<file path="src/rtl/wb_stage_pkg.sv">
// Shared widths, state encoding and timer sizing for the write-back stage.
// Width defaults alias the register-file length defines when present.
`ifndef REGISTER_FILE_LEN
`define REGISTER_FILE_LEN 32
`endif
`ifndef REGISTER_FILE_ADDRESS_LEN
`define REGISTER_FILE_ADDRESS_LEN 4
`endif

package wb_stage_pkg;

  localparam int WB_DATA_W      = `REGISTER_FILE_LEN;
  localparam int WB_ADDR_W      = `REGISTER_FILE_ADDRESS_LEN;
  localparam int WB_MEM_TIMEOUT = 16;

  typedef enum logic {
    WB_STATE_IDLE     = 1'b0,
    WB_STATE_WAIT_MEM = 1'b1
  } wb_state_e;

  // A one-cycle timeout still needs a 1-bit counter.
  function automatic int timer_width(input int timeout);
    return (timeout > 1) ? $clog2(timeout) : 1;
  endfunction

endpackage

</file>
<file path="src/rtl/wb_stage_if.sv">
// Retire, memory-response and register-file write signals of the write-back stage.
// WB_BYPASS_EN adds the combinational forwarding signals.
interface wb_stage_if #(
  parameter int DATA_W = wb_stage_pkg::WB_DATA_W,
  parameter int ADDR_W = wb_stage_pkg::WB_ADDR_W
);

  logic              in_valid;
  logic              in_ready;
  logic              in_wb_en;
  logic              in_mem_r_en;
  logic [ADDR_W-1:0] in_dest;
  logic [DATA_W-1:0] in_alu_result;
  logic [DATA_W-1:0] mem_rdata;
  logic              mem_rvalid;
  logic              wb_en;
  logic [ADDR_W-1:0] wb_dest;
  logic [DATA_W-1:0] wb_value;
  logic              freeze;
  logic              timeout_err;
  logic [31:0]       retire_count;
`ifdef WB_BYPASS_EN
  logic              byp_valid;
  logic [ADDR_W-1:0] byp_dest;
  logic [DATA_W-1:0] byp_value;
`endif

  modport slave (
    input  in_valid, in_wb_en, in_mem_r_en, in_dest, in_alu_result,
    input  mem_rdata, mem_rvalid,
`ifdef WB_BYPASS_EN
    output byp_valid, byp_dest, byp_value,
`endif
    output in_ready, wb_en, wb_dest, wb_value, freeze, timeout_err, retire_count
  );

  modport master (
    output in_valid, in_wb_en, in_mem_r_en, in_dest, in_alu_result,
    output mem_rdata, mem_rvalid,
`ifdef WB_BYPASS_EN
    input  byp_valid, byp_dest, byp_value,
`endif
    input  in_ready, wb_en, wb_dest, wb_value, freeze, timeout_err, retire_count
  );

endinterface

</file>
<file path="src/rtl/wb_stage_mem_wait_timer.sv">
// Clear/enable counter flagging terminal count at MEM_TIMEOUT-1; clear wins over enable.
module mem_wait_timer
  import wb_stage_pkg::*;
#(
  parameter int MEM_TIMEOUT = WB_MEM_TIMEOUT
) (
  input  logic clk,
  input  logic rst,
  input  logic clr,
  input  logic en,
  output logic tc
);

  localparam int CNT_W = timer_width(MEM_TIMEOUT);
  localparam logic [CNT_W-1:0] TERM = CNT_W'(MEM_TIMEOUT - 1);

  logic [CNT_W-1:0] count_q;
  logic [CNT_W-1:0] count_d;

  always_comb begin
    count_d = count_q;
    if (clr) begin
      count_d = '0;
    end else if (en) begin
      count_d = count_q + CNT_W'(1);
    end
  end

  always_ff @(posedge clk or posedge rst) begin
    if (rst) begin
      count_q <= '0;
    end else begin
      count_q <= count_d;
    end
  end

  assign tc = (count_q == TERM);

endmodule

</file>
<file path="src/rtl/wb_stage.sv">
// Write-back stage: retires ALU results directly and parks loads in WAIT_MEM until
// data or watchdog expiry. Optional WB_BYPASS_EN exposes next-cycle write values.
module wb_stage
  import wb_stage_pkg::*;
#(
  parameter int DATA_W      = WB_DATA_W,
  parameter int ADDR_W      = WB_ADDR_W,
  parameter int MEM_TIMEOUT = WB_MEM_TIMEOUT
) (
  input logic       clk,
  input logic       rst,
  wb_stage_if.slave bus
);

  wb_state_e         state_q, state_d;
  logic [ADDR_W-1:0] ld_dest_q, ld_dest_d;
  logic              ld_wb_en_q, ld_wb_en_d;
  logic              wb_en_q, wb_en_d;
  logic [ADDR_W-1:0] wb_dest_q, wb_dest_d;
  logic [DATA_W-1:0] wb_value_q, wb_value_d;
  logic              timeout_err_q, timeout_err_d;
  logic [31:0]       retire_count_q, retire_count_d;
  logic              in_ready;
  logic              freeze;
  logic              xfer;
  logic              load_xfer;
  logic              tc;

  assign xfer      = bus.in_valid && in_ready;
  assign load_xfer = xfer && bus.in_mem_r_en;

  mem_wait_timer #(.MEM_TIMEOUT(MEM_TIMEOUT)) u_timer (
    .clk (clk),
    .rst (rst),
    .clr (load_xfer),
    .en  (state_q == WB_STATE_WAIT_MEM),
    .tc  (tc)
  );

  always_ff @(posedge clk or posedge rst) begin
    if (rst) begin
      state_q <= WB_STATE_IDLE;
    end else begin
      state_q <= state_d;
    end
  end

  always_comb begin
    state_d = state_q;
    case (state_q)
      WB_STATE_IDLE:     if (load_xfer) state_d = WB_STATE_WAIT_MEM;
      WB_STATE_WAIT_MEM: if (bus.mem_rvalid || tc) state_d = WB_STATE_IDLE;
      default:           state_d = WB_STATE_IDLE;
    endcase
  end

  always_comb begin
    in_ready = (state_q == WB_STATE_IDLE);
    freeze   = (state_q == WB_STATE_WAIT_MEM);
  end

  // Data arriving in the terminal-count cycle retires normally and suppresses the error.
  always_comb begin
    ld_dest_d      = ld_dest_q;
    ld_wb_en_d     = ld_wb_en_q;
    wb_en_d        = 1'b0;
    wb_dest_d      = wb_dest_q;
    wb_value_d     = wb_value_q;
    timeout_err_d  = timeout_err_q;
    retire_count_d = retire_count_q;
    if (state_q == WB_STATE_IDLE) begin
      if (load_xfer) begin
        ld_dest_d  = bus.in_dest;
        ld_wb_en_d = bus.in_wb_en;
      end else if (xfer) begin
        wb_en_d        = bus.in_wb_en;
        wb_dest_d      = bus.in_dest;
        wb_value_d     = bus.in_alu_result;
        retire_count_d = retire_count_q + 32'd1;
      end
    end else if (bus.mem_rvalid) begin
      wb_en_d        = ld_wb_en_q;
      wb_dest_d      = ld_dest_q;
      wb_value_d     = bus.mem_rdata;
      retire_count_d = retire_count_q + 32'd1;
    end else if (tc) begin
      timeout_err_d = 1'b1;
    end
  end

  always_ff @(posedge clk or posedge rst) begin
    if (rst) begin
      ld_dest_q      <= '0;
      ld_wb_en_q     <= 1'b0;
      wb_en_q        <= 1'b0;
      wb_dest_q      <= '0;
      wb_value_q     <= '0;
      timeout_err_q  <= 1'b0;
      retire_count_q <= '0;
    end else begin
      ld_dest_q      <= ld_dest_d;
      ld_wb_en_q     <= ld_wb_en_d;
      wb_en_q        <= wb_en_d;
      wb_dest_q      <= wb_dest_d;
      wb_value_q     <= wb_value_d;
      timeout_err_q  <= timeout_err_d;
      retire_count_q <= retire_count_d;
    end
  end

  assign bus.in_ready     = in_ready;
  assign bus.freeze       = freeze;
  assign bus.wb_en        = wb_en_q;
  assign bus.wb_dest      = wb_dest_q;
  assign bus.wb_value     = wb_value_q;
  assign bus.timeout_err  = timeout_err_q;
  assign bus.retire_count = retire_count_q;

`ifdef WB_BYPASS_EN
  assign bus.byp_valid = wb_en_d;
  assign bus.byp_dest  = wb_dest_d;
  assign bus.byp_value = wb_value_d;
`endif

endmodule
</file>
<file path="src/flat_wrapper.sv">
// flat-port wrapper written by rule: the top's interface ports become plain ports
module wb_stage_flat import wb_stage_pkg::*;
#(
  parameter int DATA_W      = WB_DATA_W,
  parameter int ADDR_W      = WB_ADDR_W,
  parameter int MEM_TIMEOUT = WB_MEM_TIMEOUT
)
  (clk, rst, bus_in_valid, bus_in_wb_en, bus_in_mem_r_en, bus_in_dest, bus_in_alu_result, bus_mem_rdata, bus_mem_rvalid, bus_in_ready, bus_wb_en, bus_wb_dest, bus_wb_value, bus_freeze, bus_timeout_err, bus_retire_count);
  wb_stage_if #(.DATA_W(DATA_W), .ADDR_W(ADDR_W)) bus_i ();
  input logic clk;
  input logic rst;
  input wire logic [$bits(bus_i.in_valid)-1:0] bus_in_valid;
  input wire logic [$bits(bus_i.in_wb_en)-1:0] bus_in_wb_en;
  input wire logic [$bits(bus_i.in_mem_r_en)-1:0] bus_in_mem_r_en;
  input wire logic [$bits(bus_i.in_dest)-1:0] bus_in_dest;
  input wire logic [$bits(bus_i.in_alu_result)-1:0] bus_in_alu_result;
  input wire logic [$bits(bus_i.mem_rdata)-1:0] bus_mem_rdata;
  input wire logic [$bits(bus_i.mem_rvalid)-1:0] bus_mem_rvalid;
  output wire logic [$bits(bus_i.in_ready)-1:0] bus_in_ready;
  output wire logic [$bits(bus_i.wb_en)-1:0] bus_wb_en;
  output wire logic [$bits(bus_i.wb_dest)-1:0] bus_wb_dest;
  output wire logic [$bits(bus_i.wb_value)-1:0] bus_wb_value;
  output wire logic [$bits(bus_i.freeze)-1:0] bus_freeze;
  output wire logic [$bits(bus_i.timeout_err)-1:0] bus_timeout_err;
  output wire logic [$bits(bus_i.retire_count)-1:0] bus_retire_count;
  assign bus_i.in_valid = bus_in_valid;
  assign bus_i.in_wb_en = bus_in_wb_en;
  assign bus_i.in_mem_r_en = bus_in_mem_r_en;
  assign bus_i.in_dest = bus_in_dest;
  assign bus_i.in_alu_result = bus_in_alu_result;
  assign bus_i.mem_rdata = bus_mem_rdata;
  assign bus_i.mem_rvalid = bus_mem_rvalid;
  assign bus_in_ready = bus_i.in_ready;
  assign bus_wb_en = bus_i.wb_en;
  assign bus_wb_dest = bus_i.wb_dest;
  assign bus_wb_value = bus_i.wb_value;
  assign bus_freeze = bus_i.freeze;
  assign bus_timeout_err = bus_i.timeout_err;
  assign bus_retire_count = bus_i.retire_count;
  wb_stage #(.DATA_W(DATA_W), .ADDR_W(ADDR_W), .MEM_TIMEOUT(MEM_TIMEOUT)) u_core (.clk(clk), .rst(rst), .bus(bus_i));
endmodule
</file>
<file path="config.mk">
export PLATFORM = sky130hd
export DESIGN_NAME = wb_stage_flat
export DESIGN_NICKNAME = d
export VERILOG_FILES = /design/src/rtl/wb_stage_pkg.sv /design/src/rtl/wb_stage_if.sv /design/src/rtl/wb_stage_mem_wait_timer.sv /design/src/rtl/wb_stage.sv /design/src/flat_wrapper.sv
export SDC_FILE = /design/constraint.sdc
export NUM_CORES = 1
export LEC_CHECK = 0
export BUFFER_PORTS_ARGS = -buffer_cell sky130_fd_sc_hd__buf_4
export CAP_MARGIN = 40
export CORE_MARGIN = 2
export CORE_UTILIZATION = 45
export DETAILED_ROUTE_END_ITERATION = 12
export GPL_ROUTABILITY_DRIVEN = 0
export GPL_TIMING_DRIVEN = 0
export PLACE_DENSITY = 0.74
export SYNTH_ARGS = -nofsm -noshare
export SYNTH_HDL_FRONTEND = slang
export SYNTH_SLANG_ARGS = --single-unit
</file>
<file path="constraint.sdc">
create_clock -name clk -period 3.5 [get_ports clk]
set_input_delay 0.7 -clock clk [delete_from_list [all_inputs] [get_ports clk]]
set_output_delay 0.7 -clock clk [all_outputs]
set_load 0.1 [all_outputs]
</file>
Word-level counts from Yosys, hierarchy flattened:

Index checks and enable logic that the tools add are counted.

* add/subtract/negate cells: 2
* bitwise gates (word level): 2
* muxes and demuxes: 21
* equal/unequal tests: 3
* reductions and logical operators: 8

Operators with widths (number)
* 32-bit 2-to-1 mux: 8
* 32-bit by 1-bit adder with 32-bit output (second input constant): 1
* 4-bit 2-to-1 mux: 6
* 1-bit 2-to-1 mux: 6
* 3-bit AND reduction: 2
* 4-bit by 1-bit adder with 4-bit output (second input constant): 1
* 4-bit == test (second input constant): 1
* 2-bit nonzero test: 2
* 1-bit logical AND: 2
* 2-bit by 1-bit != test with 1-bit output (second input constant): 1
* 2-bit != test (second input constant): 1
* 1-bit inverter: 2
* 1-bit one-hot mux with 2 select lines: 1
* 2-bit AND reduction: 1
* 1-bit logical OR: 1

* flip-flop bits (word level): 80
* input bits: 74
* output and inout bits: 72

Longest topological paths before layout:

* depth in word-level cells: 5
* mapped depth: 7
* depth with buffers taken out: 6

Cells and area by module:

From an unflattened synthesis, not the netlist that was laid out.

* cells, all modules: 328
* area, all modules: 3594.7 µm²

By module, submodules not included
* wb_stage: area an instance 3392.0 µm², cells each 310, instances 1
* mem_wait_timer: area an instance 202.7 µm², cells each 18, instances 1

Worst setup path after synthesis:

Ideal clock, no wire load.

* kind: register -> register
* start: register u_core.state_q (netlist: u_core.bus.freeze)
* end: register u_core.u_timer.count_q[0]
* period minus slack after synthesis: 2.458 ns
* cell stages (with the launch flop): 6
* arrival time: 2.296 ns
* required time: 3.338 ns
* path buffers: 1
* path slack: 1.042 ns
* library setup time: 0.162 ns
* path through: dfrtp_1 > buf_2 > inv_1 > nand3_1 > nand3_1 > o21ai_0

* longest elaborated chain between the ends: 4

RTL lines
* from (decl): RTL line wb_stage.sv:15 `wb_state_e state_q, state_d;`
* from (signal assigned): RTL line wb_stage.sv:44 `state_q <= state_d;`
* 1-bit inverter (no line) *
* via bus_in_ready: RTL line flat_wrapper.sv:19 `output wire logic [$bits(bus_i.in_ready)-1:0] bus_in_ready;`
* 1-bit logical AND *: RTL line wb_stage.sv:29 `assign xfer = bus.in_valid && in_ready;`
* 1-bit logical AND *: RTL line wb_stage.sv:30 `assign load_xfer = xfer && bus.in_mem_r_en;`
* 4-bit 2-to-1 mux / 2-bit nonzero test (equally long branches)
* to (signal assigned): RTL line wb_stage_mem_wait_timer.sv:33 `count_q <= count_d;`
* to (decl): RTL line wb_stage_mem_wait_timer.sv:17 `logic [CNT_W-1:0] count_q;`

The timed path passes the listed nets; every way through them passes the cells marked *.
A chain may end at the register's enable or synchronous reset.

Final worst setup path:

* start: register u_core.state_q (netlist: u_core.bus.freeze)
* end: output bus_in_ready

* longest elaborated chain between the ends: 1

RTL lines (RTL line)
* 1-bit inverter (no line)
* to (decl): flat_wrapper.sv:19

Every way passes these cells.

==> results.yml <==
route:
  routed_wl_um: 8720
  vias: 3013
  wl_per_cell_um: 14.5
  drtIter0Drc: 114
  drc_errors: 0
  ant_nets: 0
  firstDrtPassIters: 4
  viasPerCell: 5.01
clock_tree:
  root_buffer: "clkbuf_8"
  cts_max_level: 3
  postCtsSetupBuffers: 0
  cts_buffers: 9
  ctsHoldBuffers: 0
  clock_sinks: 80
  cts_tree: "yes"
  cts_max_path_buffers: 2
  path_clk_slew_ns: 0.08
  clk_latency_ns: 0.34
  cts_resized: 0
pwr:
  seqPwrFrac: 0.338
  p_leak_nw: 2.56
  power.density_mw_per_mm2: 720
  peakVddDrop_mv: 0.508
  power.share.switching: 0.498
  switchingPower_mw: 1.81
  clkPwrFrac: 0.192
  intPower_mw: 1.82
  finalPower_mw: 3.63
  power.combinational.fraction: 0.470
timing:
  clock_skew_ns: 0.00869
  final-hold-violation-count: 0
  grt_setup_unrepaired: "false"
  fin_crit_sh: 0.599
  fin_crit_ns: 2.10
  tns_ns: 0
  worst_slack_ns: 1.40
  timing.fmax_mhz: 477
  slew_violations: 0
  relSlewSlack: 0.466
  setup_viol: 0
  worstMarginPinSlew_ns: 0.801
logic_synthesis:
  synth_edf_count: 0
  seq_area_frac_synth: 0.558
  synthCells: 337
  synthTopCellsByCount: "dfrtp_1 (80), nand2_1 (68), o21ai_0 (38), mux2i_1 (36), xor2_1 (17)"
  ys_warn_count: 0
  ys_seq_elements: 80
  synth.area.top_cells: "dfrtp_1 (56%), mux2i_1 (10%), nand2_1 (7.1%)"
  synth_top_flop_cell: "dfrtp_1"
  synth_fp_nets: 413
  post-synth-top-count-cell: "dfrtp_1"
  syn_area_sq_mm: 0.00359
  synth_area_per_cell_sq_um: 10.6
  yosysTopAreaCell: "dfrtp_1"
  ys_async_sr_fraction: 1.00
  ys_types: 30
  synth_top_area_frac: 0.558
worst_setup_path:
  arrival_ns: 1.40
  crit_type: "flop to output pin"
  r2r_slack_ns: 1.42
  crit_fanout: 10
  cp.required_ns: 2.80
  crit_chain: "buf_2, inv_1, buf_4"
  end_kind: "output pin"
  path_buf_inv: 3
  startpoint_type: "flop"
  r2r-start: "u_core.bus.freeze$_DFF_PP0_"
  r2r_end: "u_core.bus.retire_count[12]$_DFFE_PP0P_"
  slowest_delay_ns: 0.39
  critical_path.top_delay_family: "buffers and inverters"
  r2r_cells: 7
  cp_slowest_cell: "dfrtp_1"
floorplan:
  coreArea_sq_mm: 0.00773
  die_area_sq_mm: 0.00870
  fp.dieH_um: 93.3
  initial_core_util: 0.464
  die_x_um: 93.3
  pin_count: 146
  fp-row-count: 32
grt:
  met1_usage: 0.278
  antenna_found_initial: 0
  grt_max_degree: 63
  grt_pass1_wl_um: 14400
  grt-ovfl-total: 0
  met2_usage: 0.341
  grt_pass1_vias: 3000
  grt_use_total: 0.211
  gr-usage-met3: 0.0564
  top_usage_layer: "met2"
final_layout:
  fillers: 654
  ff_latch_area_sq_mm: 0.00200
  multi_input_area_sq_mm: 0.00150
  post-route-util: 0.652
  area_growth_pct: 40.5
  nets: 570
  fin_area_sq_mm: 0.00504
  diodes: 0
  drive_above_1_share: 0.351
placement:
  placed_area_sq_mm: 0.00483
  hpwlAfterDp_um: 6750
  port-buffer-count: 145
  place_ws_ns: 1.23
run_status:
  status: "completed"
run:
  cap_viol_max_count: 0
hold_path:
  hold_class: "primary input to async pin"
sequential cells by signal, summed over array words and instances, names as in the netlist:
name / cells
u_core.u_timer.count_q: 4
u_core.ld_dest_q: 4
u_core.bus.wb_value: 32
u_core.bus.retire_count: 32
u_core.bus.wb_en: 1
u_core.bus.timeout_err: 1
u_core.bus.freeze: 1
u_core.bus.wb_dest: 4
u_core.ld_wb_en_q: 1
cell usage in the layout (no fill, tap or decap), types with 2 or more instances in the layout:
master and count:
nand4_1 10, a21oi_2 2, and3_1 9, dfrtp_1 80
o21ai_1 2, nor3_1 5, nor2_1 9, o21ai_0 38
xor2_1 17, mux2i_1 36, nand2_1 68, clkbuf_8 11
inv_1 5, xnor2_1 16, ha_1 2, clkbuf_1 12
clkinvlp_4 2, buf_4 145, clkinv_2 2, nand3_1 11
how the worst max path moves through the flow:
stage | endpoint | start | cells past startpoint
floorplan | u_core.bus.freeze$_DFF_PP0_ | rst | 1
global placement | u_core.bus.wb_value[25]$_DFFE_PP0P_ | rst | 2
detailed placement | u_core.bus.retire_count[12]$_DFFE_PP0P_ | bus_in_mem_r_en | 7
CTS | bus_in_ready | u_core.bus.freeze$_DFF_PP0_ | 3
global route | u_core.bus.retire_count[28]$_DFFE_PP0P_ | u_core.bus.freeze$_DFF_PP0_ | 6
finish | bus_in_ready | u_core.bus.freeze$_DFF_PP0_ | 3
metrics by stage:
step                hold slack [ns]  std cells
finish                        0.297        601
detailed placement            0.463        585
CTS                           0.295        601
floorplan                     0.445        337
global placement              0.459        584
global route                  0.305        601
cell families after synthesis:
group | count (synthesis) | share of synthesized area
simple gates | 123 | 0.168
xor+xnor | 33 | 0.0805
buf+inv | 20 | 0.0234
fa+ha+maj | 2 | 0.00697
flops | 80 | 0.558
mux | 36 | 0.100
compound gates | 43 | 0.0628
power groups by stage:
stage / Combinational, mW / Sequential (mW) / Clock [mW]
after CTS: 1.72 / 1.23 / 0.705
final: 1.71 / 1.23 / 0.696
after global routing: 1.78 / 1.25 / 0.749
after floorplan: 0.277 / 2.26 / 0
after global placement: 1.70 / 1.24 / 0
after detailed placement: 1.72 / 1.24 / 0
layout make-up:
| cell class | count | share of cell area |
|---|---|---|
| Sequential cell | 80 | 0.397 |
| Tap cell | 102 | 0.0253 |
| Clock buffer | 11 | 0.0300 |
| Clock inverter | 5 | 0.0109 |
| Timing Repair Buffer | 146 | 0.221 |
| Inverter | 6 | 0.00496 |
| Buffer | 14 | 0.0122 |
| Multi-Input combinational cell | 237 | 0.298 |
metal layers:
layer | up-vias | routed length (um)
met1 | 1436 | 3880
met2 | 109 | 4120
li1 | 1457 | -
met3 | 11 | 599
met4 | 0 | 116
met5 | - | 0
Note: power is estimated with default switching activity, not from simulation.
